**src/rtl/switch_irq_servicer.sv**
```systemverilog
// Services switch PIO interrupts: read/clear edge_capture, read levels, queue {edges,levels} events.
// Optional SWITCH_SVC_INIT_EN adds a one-shot irq_mask write after every reset.
module switch_irq_servicer #(
  parameter logic [1:0]  IRQ_MASK   = 2'b11,
  parameter int unsigned FIFO_DEPTH = 4
) (
  input  logic        clk,
  input  logic        reset,
  input  logic        pio_irq,
  output logic [1:0]  pio_address,
  output logic        pio_chipselect,
  output logic        pio_write_n,
  output logic [31:0] pio_writedata,
  input  logic [31:0] pio_readdata,
  output logic        ev_valid,
  input  logic        ev_ready,
  output logic [3:0]  ev_data,
  output logic [4:0]  ev_count
);

  localparam int unsigned PTR_W  = $clog2(FIFO_DEPTH);
  localparam int unsigned CNT_W  = 5;
  localparam int unsigned EV_W   = 4;
  localparam int unsigned DATA_W = 32;

  typedef enum logic [2:0] {
`ifdef SWITCH_SVC_INIT_EN
    S_INIT     = 3'd7,
`endif
    S_IDLE     = 3'd0,
    S_EC_ADDR  = 3'd1,
    S_EC_CAP   = 3'd2,
    S_EC_CLR   = 3'd3,
    S_DAT_ADDR = 3'd4,
    S_DAT_CAP  = 3'd5,
    S_PUSH     = 3'd6
  } state_t;

`ifdef SWITCH_SVC_INIT_EN
  localparam state_t RESET_STATE = S_INIT;
`else
  localparam state_t RESET_STATE = S_IDLE;
  logic [1:0] w_unused_mask;
  assign w_unused_mask = IRQ_MASK;
`endif

  state_t            r_state;
  state_t            w_state_nxt;
  logic [1:0]        r_edges;
  logic [1:0]        r_levels;
  logic [EV_W-1:0]   r_mem [FIFO_DEPTH];
  logic [PTR_W-1:0]  r_wr_ptr;
  logic [PTR_W-1:0]  r_rd_ptr;
  logic [CNT_W-1:0]  r_count;
  logic              w_full;
  logic              w_push;
  logic              w_pop;
  logic [29:0]       w_unused_rd;

  assign w_unused_rd = pio_readdata[31:2];
  assign w_full      = (r_count == CNT_W'(FIFO_DEPTH));
  assign w_push      = (r_state == S_PUSH);
  assign w_pop       = (r_count != '0) && ev_ready;

  always_ff @(posedge clk) begin
    if (reset) r_state <= RESET_STATE;
    else       r_state <= w_state_nxt;
  end

  always_comb begin
    w_state_nxt = r_state;
    case (r_state)
`ifdef SWITCH_SVC_INIT_EN
      S_INIT:     w_state_nxt = S_IDLE;
`endif
      S_IDLE:     if (pio_irq && !w_full) w_state_nxt = S_EC_ADDR;
      S_EC_ADDR:  w_state_nxt = S_EC_CAP;
      // Nothing latched means a spurious interrupt: skip the clear and the push.
      S_EC_CAP:   w_state_nxt = (pio_readdata[1:0] == 2'b00) ? S_IDLE : S_EC_CLR;
      S_EC_CLR:   w_state_nxt = S_DAT_ADDR;
      S_DAT_ADDR: w_state_nxt = S_DAT_CAP;
      S_DAT_CAP:  w_state_nxt = S_PUSH;
      S_PUSH:     w_state_nxt = S_IDLE;
      default:    w_state_nxt = S_IDLE;
    endcase
  end

  // PIO bus decode; reset forces the idle bus so an interrupted write never lands.
  always_comb begin
    pio_address    = 2'd0;
    pio_chipselect = 1'b0;
    pio_write_n    = 1'b1;
    pio_writedata  = '0;
    if (!reset) begin
      case (r_state)
`ifdef SWITCH_SVC_INIT_EN
        S_INIT: begin
          pio_address    = 2'd2;
          pio_chipselect = 1'b1;
          pio_write_n    = 1'b0;
          pio_writedata  = DATA_W'(IRQ_MASK);
        end
`endif
        S_EC_ADDR, S_EC_CAP: begin
          pio_address    = 2'd3;
          pio_chipselect = 1'b1;
        end
        S_EC_CLR: begin
          pio_address    = 2'd3;
          pio_chipselect = 1'b1;
          pio_write_n    = 1'b0;
          pio_writedata  = DATA_W'(r_edges);
        end
        S_DAT_ADDR, S_DAT_CAP: begin
          pio_address    = 2'd0;
          pio_chipselect = 1'b1;
        end
        default: ;
      endcase
    end
  end

  always_ff @(posedge clk) begin
    if (reset) begin
      r_edges  <= 2'b00;
      r_levels <= 2'b00;
    end else begin
      if (r_state == S_EC_CAP)  r_edges  <= pio_readdata[1:0];
      if (r_state == S_DAT_CAP) r_levels <= pio_readdata[1:0];
    end
  end

  // First-word-fall-through event queue; pointers wrap on their natural width.
  always_ff @(posedge clk) begin
    if (reset) begin
      r_wr_ptr <= '0;
      r_rd_ptr <= '0;
      r_count  <= '0;
    end else begin
      if (w_push) r_wr_ptr <= r_wr_ptr + PTR_W'(1);
      if (w_pop)  r_rd_ptr <= r_rd_ptr + PTR_W'(1);
      case ({w_push, w_pop})
        2'b10:   r_count <= r_count + CNT_W'(1);
        2'b01:   r_count <= r_count - CNT_W'(1);
        default: r_count <= r_count;
      endcase
    end
  end

  always_ff @(posedge clk) begin
    if (w_push) r_mem[r_wr_ptr] <= {r_edges, r_levels};
  end

  assign ev_valid = (r_count != '0);
  assign ev_data  = r_mem[r_rd_ptr];
  assign ev_count = r_count;

endmodule

```
**config.mk**
```make
export PLATFORM = sky130hd
export DESIGN_NAME = switch_irq_servicer
export DESIGN_NICKNAME = d
export VERILOG_FILES = /design/src/rtl/switch_irq_servicer.sv
export SDC_FILE = /design/constraint.sdc
export NUM_CORES = 1
export LEC_CHECK = 0
export ABC_AREA = 1
export BUFFER_PORTS_ARGS = -buffer_cell sky130_fd_sc_hd__buf_2
export CORE_MARGIN = 10
export CORE_UTILIZATION = 25
export DETAILED_ROUTE_END_ITERATION = 8
export SYNTH_ARGS = -nofsm -noshare
export SYNTH_HDL_FRONTEND = slang
export SYNTH_SLANG_ARGS = --single-unit
```
**constraint.sdc**
```tcl
create_clock -name clk -period 2 [get_ports clk]
set_clock_uncertainty 0.1 [all_clocks]
set_input_delay 0.4 -clock clk [delete_from_list [all_inputs] [get_ports clk]]
set_output_delay 0.4 -clock clk [all_outputs]
set_load 0.1 [all_outputs]
```
After elaboration in Yosys (flattened, before gate mapping)
Memory sizes are Yosys's and may differ from the RTL's. A register that Yosys moved wholly into a read port is not among the register bits.
Cells that the tools add are included.
W data, S select, Z words.
Word-level totals
  bits in registers: 16
  RAM bits: 16
  input bits: 36
  logic and storage cells: 46
  memories: 1
Cells by class
  $add $sub $neg: 4
  equality and inequality tests: 10
  mux-type cells: 16
  reduce and logical (&&, ||, !) cells: 9
Memory list
  r_mem: words 4, width 4, rd ports 1, clocked after Yosys merged registers in 1, wr ports 1, RTL line 51  | logic [EV_W-1:0] r_mem [FIFO_DEPTH];
Operators with widths (count)
  $pmux W3 S6: 1
  $mux W2: 7
  $pmux W5 S2: 1
  $eq A3 B3 Y1 const B: 3
  $eq A3 B2 Y1 const B: 2
  $mux W1: 6
  $add A5 B1 Y5 const B: 1
  $eq A5 B3 Y1 const B: 1
  $reduce_bool A5 Y1: 1
  $reduce_or A5 Y1: 1
  $sub A5 B1 Y5 const B: 1
  $add A2 B1 Y2 const B: 2
  $eq A3 B1 Y1 const B: 1
  $logic_not A3 Y1: 1
  $mux W3: 1
  $reduce_or A3 Y1: 1
  $eq A2 B1 Y1 const B: 1
  $eq A2 B2 Y1 const B: 1
  $logic_and A1 B1 Y1: 2
  $logic_not A2 Y1: 1
  $ne A2 B2 Y1 const B: 1
  $reduce_bool A2 Y1: 1
  $logic_not A1 Y1: 1

Depth between registers and ports, before layout
  word-level depth: 5
  gate-level depth with buffers: 17
  depth with buffers taken out: 17

Worst setup path after synthesis
OpenSTA, ideal clock, no wires.
  path kind: register to register
  start: register r_count[0] (netlist: ev_count[0])
  end: register r_count[4] (netlist: ev_count[4])
  setup time: 109 ps
  arrival time: 3056 ps
  path slack: -1265 ps
  cell stages (with the launch flop): 18
  path buffers: 0
  cell sequence: dfxtp_1 inv_1 nand4_2 nand2_2 inv_2 ha_1 nand2_1 inv_2 nor2_4 ha_1 inv_1 nand2_1 nand3_1 nand2_1 nand2_1 nand3_1 nand2_1 inv_1
On the way
  cells in the longest elaborated chain, start to end: 4
  elaborated cells between the ends (all ways): 8
RTL lines
  from (decl): RTL line 54  | logic [CNT_W-1:0] r_count;
  from (signal assigned): RTL line 143  | 2'b10: r_count <= r_count + CNT_W'(1);
  from (signal assigned): RTL line 144  | 2'b01: r_count <= r_count - CNT_W'(1);
  from (signal assigned): RTL line 145  | default: r_count <= r_count;
  $reduce_bool A5 Y1 (*)
  net ev_valid: RTL line 15  | output logic ev_valid,
  $logic_and A1 B1 Y1 (*): RTL line 63  | assign w_pop = (r_count != '0) && ev_ready;
  net w_pop: RTL line 57  | logic w_pop;
  $eq A2 B1 Y1 or $eq A2 B2 Y1 (tied branches): RTL line 142  | case ({w_push, w_pop})
  $pmux W5 S2 or $reduce_bool A2 Y1 (tied branches)
Mark *: on every way through the listed nets, which the timed path passes. The rest lies on a longest branch.
A chain may end at the register's enable or synchronous reset.

Worst setup path after layout
  start: register r_count[1] (netlist: ev_count[1])
  end: register r_count[4] (netlist: ev_count[4])
On the way
  cells in the longest elaborated chain, start to end: 4
  elaborated cells between the ends (all ways): 8
RTL lines (RTL line)
  $reduce_bool A5 Y1 (*): 63
  $logic_and A1 B1 Y1 (*): 63
  net w_pop: 57
  $eq A2 B1 Y1 or $eq A2 B2 Y1 (tied branches): 142
  $pmux W5 S2 or $reduce_bool A2 Y1 (tied branches)
Marks and branches as above.

==> reports/qor.txt <==
status -> completed
CP startpoint kind -> register
Rows -> 31
ANT cells -> 0
Pwr Density -> 1630 mW/mm^2
CTS sink count -> 34
DR pass1 iterations -> 4
clock buffer depth -> 2
Hold Path Class -> input pin to register
Sw Ratio -> 0.518
Avg WL per Cell -> 11.1 um
Comb power frac -> 0.615
final hold viol count -> 0
synthesized area -> 0.00189 sq mm
Die W -> 107 um
Initial Utilization -> 0.259
total power -> 0.00413 W
hpwl dp -> 3.05 mm
worst reg-to-reg path cell count -> 16
Period minus WS final -> 1.90 ns
Worst Hold End -> r_edges[0]$_SDFFE_PP0N_
Warnings, synthesis -> 0
DP Area -> 0.00233 sq mm
Routed WL -> 3.96 mm
Top Ports -> 82
hold_sp -> pio_readdata[0]
Cells after Synth -> 220
MaxCap Viol Count -> 0
total track usage -> 0.0688
Sequential Power Share -> 0.235
max frequency -> 526 MHz
reg2reg start -> ev_count[1]$_SDFFE_PP0P_
R2R Setup Slk -> 0.10 ns
Placer Congestion -> 0.780
internal power -> 0.00199 W
Worst Path Arrival -> 1.99 ns
Vias -> 1375
flops & latches, synth -> 34
Inst Count DP -> 344
Worst IR Drop VDD -> 0.00148 V
initial antenna violation count -> 0
Avg Inst Size Synth -> 8.59 sq um
Psw -> 0.00214 W
layout cells sized above 1 -> 0.350
Die Ht -> 107 um
number of global-route vias before repair -> 1325
first-pass GRT wire length -> 6.34 mm
unrepaired setup endpoints after global routing -> yes
peak fanout along the critical path -> 4
Lkg Pwr -> 1.06 nW
nets -> 303
Slew Limit Fails -> 0
WS Path Type -> register to register
Worst Path Buf+Inv -> 4
clk slew on worst S/H paths -> 0.07 ns
period utilization -> 0.950
core area -> 0.00729 sq mm
worst-path cell chain -> nor2_4 -> nand4_4 -> nand2_2 -> inv_2 -> ha_4 -> nand2_2 -> inv_2 -> nor2_4 -> ha_4 -> inv_2 -> nand2_2 -> nand3_2 -> nand3b_1 -> nand3_2 -> nand2_1 -> inv_1
clock root buffer -> clkbuf_8
H-tree levels -> 2
Worst path slowest cell -> dfxtp_4
Setup crit end kind -> register
Detail Route Antenna Nets -> 0
Final Instance Area -> 0.00253 sq mm
slowest stage delay, CP -> 0.36 ns
RR Endpoint -> ev_count[4]$_SDFFE_PP0P_
commonest non-fill, non-tap cell in the layout -> conb_1
DRC viols -> 0
Worst-Skew Late Latency -> 0.29 ns
Hold Path Cell Cnt -> 3
total gr overflow -> 0
clock share of power -> 0.150
worst hold margin -> 0.297 ns
Final setup viols -> 0
CTS tree -> done
Final Non-Filler Cells -> 356
commonest cells after routing, fill and taps aside -> conb_1 (30), nand2_1 (23), nor2_1 (23), inv_1 (21), edfxtp_1 (16)
register area share after synthesis -> 0.445
Synth-to-Final Area Change -> 33.7%
CTS buffer count -> 5
Vias/cell -> 3.86
Crit path max-delay family -> simple AND/OR/NAND/NOR gates
Port-buffer cells -> 21
Req. time, crit path -> 2.09 ns
Die Area -> 0.0114 sq mm
DR iter-0 viols -> 38
largest net degree at the start of global routing -> 12
Synth cell types -> 27
-- layout make-up --
cell class | instances | area, sq um
Fill cell | 776 | 4770
Multi-Input combinational cell | 152 | 963
Sequential cell | 34 | 870
Timing Repair Buffer | 33 | 345
Tap cell | 99 | 124
Inverter | 30 | 115
Clock buffer | 5 | 68.8
Clock inverter | 3 | 40.0
-- sequential cells by signal, summed over array words and instances (netlist names), named ones only --
name / flops
r_wr_ptr: 2
r_rd_ptr: 2
r_state: 3
r_mem: 16
r_edges: 2
r_levels: 2
ev_count: 5
-- power groups by stage --
stage	registers (W)	clock network (W)	logic, W
finish	0.000971	0.000617	0.00254
global route	0.000990	0.000662	0.00270
CTS	0.000963	0.000632	0.00242
detailed placement	0.000972	0	0.00240
global placement	0.000970	0	0.00239
floorplan	0.00122	0	0.00164
-- per-layer routing --
| metal | GRT usage | vias to the layer above | share of wire |
|---|---|---|---|
| li1 | - | 717 | - |
| met1 | 0.0727 | 617 | 0.41 |
| met2 | 0.113 | 37 | 0.49 |
| met3 | 0.0371 | 4 | 0.090 |
| met4 | 0.0261 | 0 | 0.012 |
| met5 | 0 | - | 0 |
-- kinds of logic (layout without fill, tap and decap cells) --
group,count (synthesis),in the layout,synth area share
other cells,1,30,0.00198
xor+xnor,3,3,0.0139
fa+ha+maj,11,11,0.0728
buf+inv,63,71,0.187
compound gates,35,35,0.0967
flops,34,34,0.445
simple gates,73,73,0.182
-- metrics by stage --
| step | setup slack, ns | setup TNS, ns | util |
|---|---|---|---|
| after floorplan | -0.426 | -1.66 | - |
| after global placement | 0.0451 | 0 | 0.319 |
| after detailed placement | 0.0443 | 0 | 0.319 |
| after CTS | 0.0124 | 0 | 0.335 |
| after global routing | -0.0490 | -0.0613 | 0.346 |
| final | 0.100 | 0 | 0.346 |
-- worst register-to-register path: cells and delay by family (launching register included) --
kind | cells | cell delay [ns]
and+or+nand+nor | 10 | 0.87
DFF | 1 | 0.36
adders and majority gates | 2 | 0.32
buffers and inverters | 4 | 0.15
-- worst max path at each step --
stage / start / to / slack (ns) / cells after the start
after global placement: ev_count[3]$_SDFFE_PP0P_ / ev_count[4]$_SDFFE_PP0P_ / 0.05 / 16
after detailed placement: ev_count[3]$_SDFFE_PP0P_ / ev_count[4]$_SDFFE_PP0P_ / 0.04 / 16
after floorplan: ev_count[3]$_SDFFE_PP0P_ / ev_count[4]$_SDFFE_PP0P_ / -0.43 / 16
final: ev_count[1]$_SDFFE_PP0P_ / ev_count[4]$_SDFFE_PP0P_ / 0.10 / 16
after CTS: ev_count[3]$_SDFFE_PP0P_ / ev_count[4]$_SDFFE_PP0P_ / 0.01 / 16
after global routing: ev_count[1]$_SDFFE_PP0P_ / ev_count[4]$_SDFFE_PP0P_ / -0.05 / 16
-- synthesized netlist by cell type (all sizes together) --
cell	count	area share
buf	32	0.13
inv	30	0.060
nand2	30	0.066
nor2	29	0.063
dfxtp	18	0.19
edfxtp	16	0.25
o21ai	16	0.042
a21oi	14	0.037
ha	11	0.073
nand3	10	0.034
o22ai	4	0.013
nor3	2	0.0079
xor2	2	0.0093
clkbuf	1	0.0020
conb	1	0.0020
nand3b	1	0.0040
nand4	1	0.0066
o21bai	1	0.0040
xnor2	1	0.0046
-- repair_timing --
action	in CTS	in global routing
hold buffers	0	0
setup endpoints to repair	6	7
resized for setup	4	12
pin swaps	0	10
setup buffers	0	4
Power figures use the tool's default switching activity.
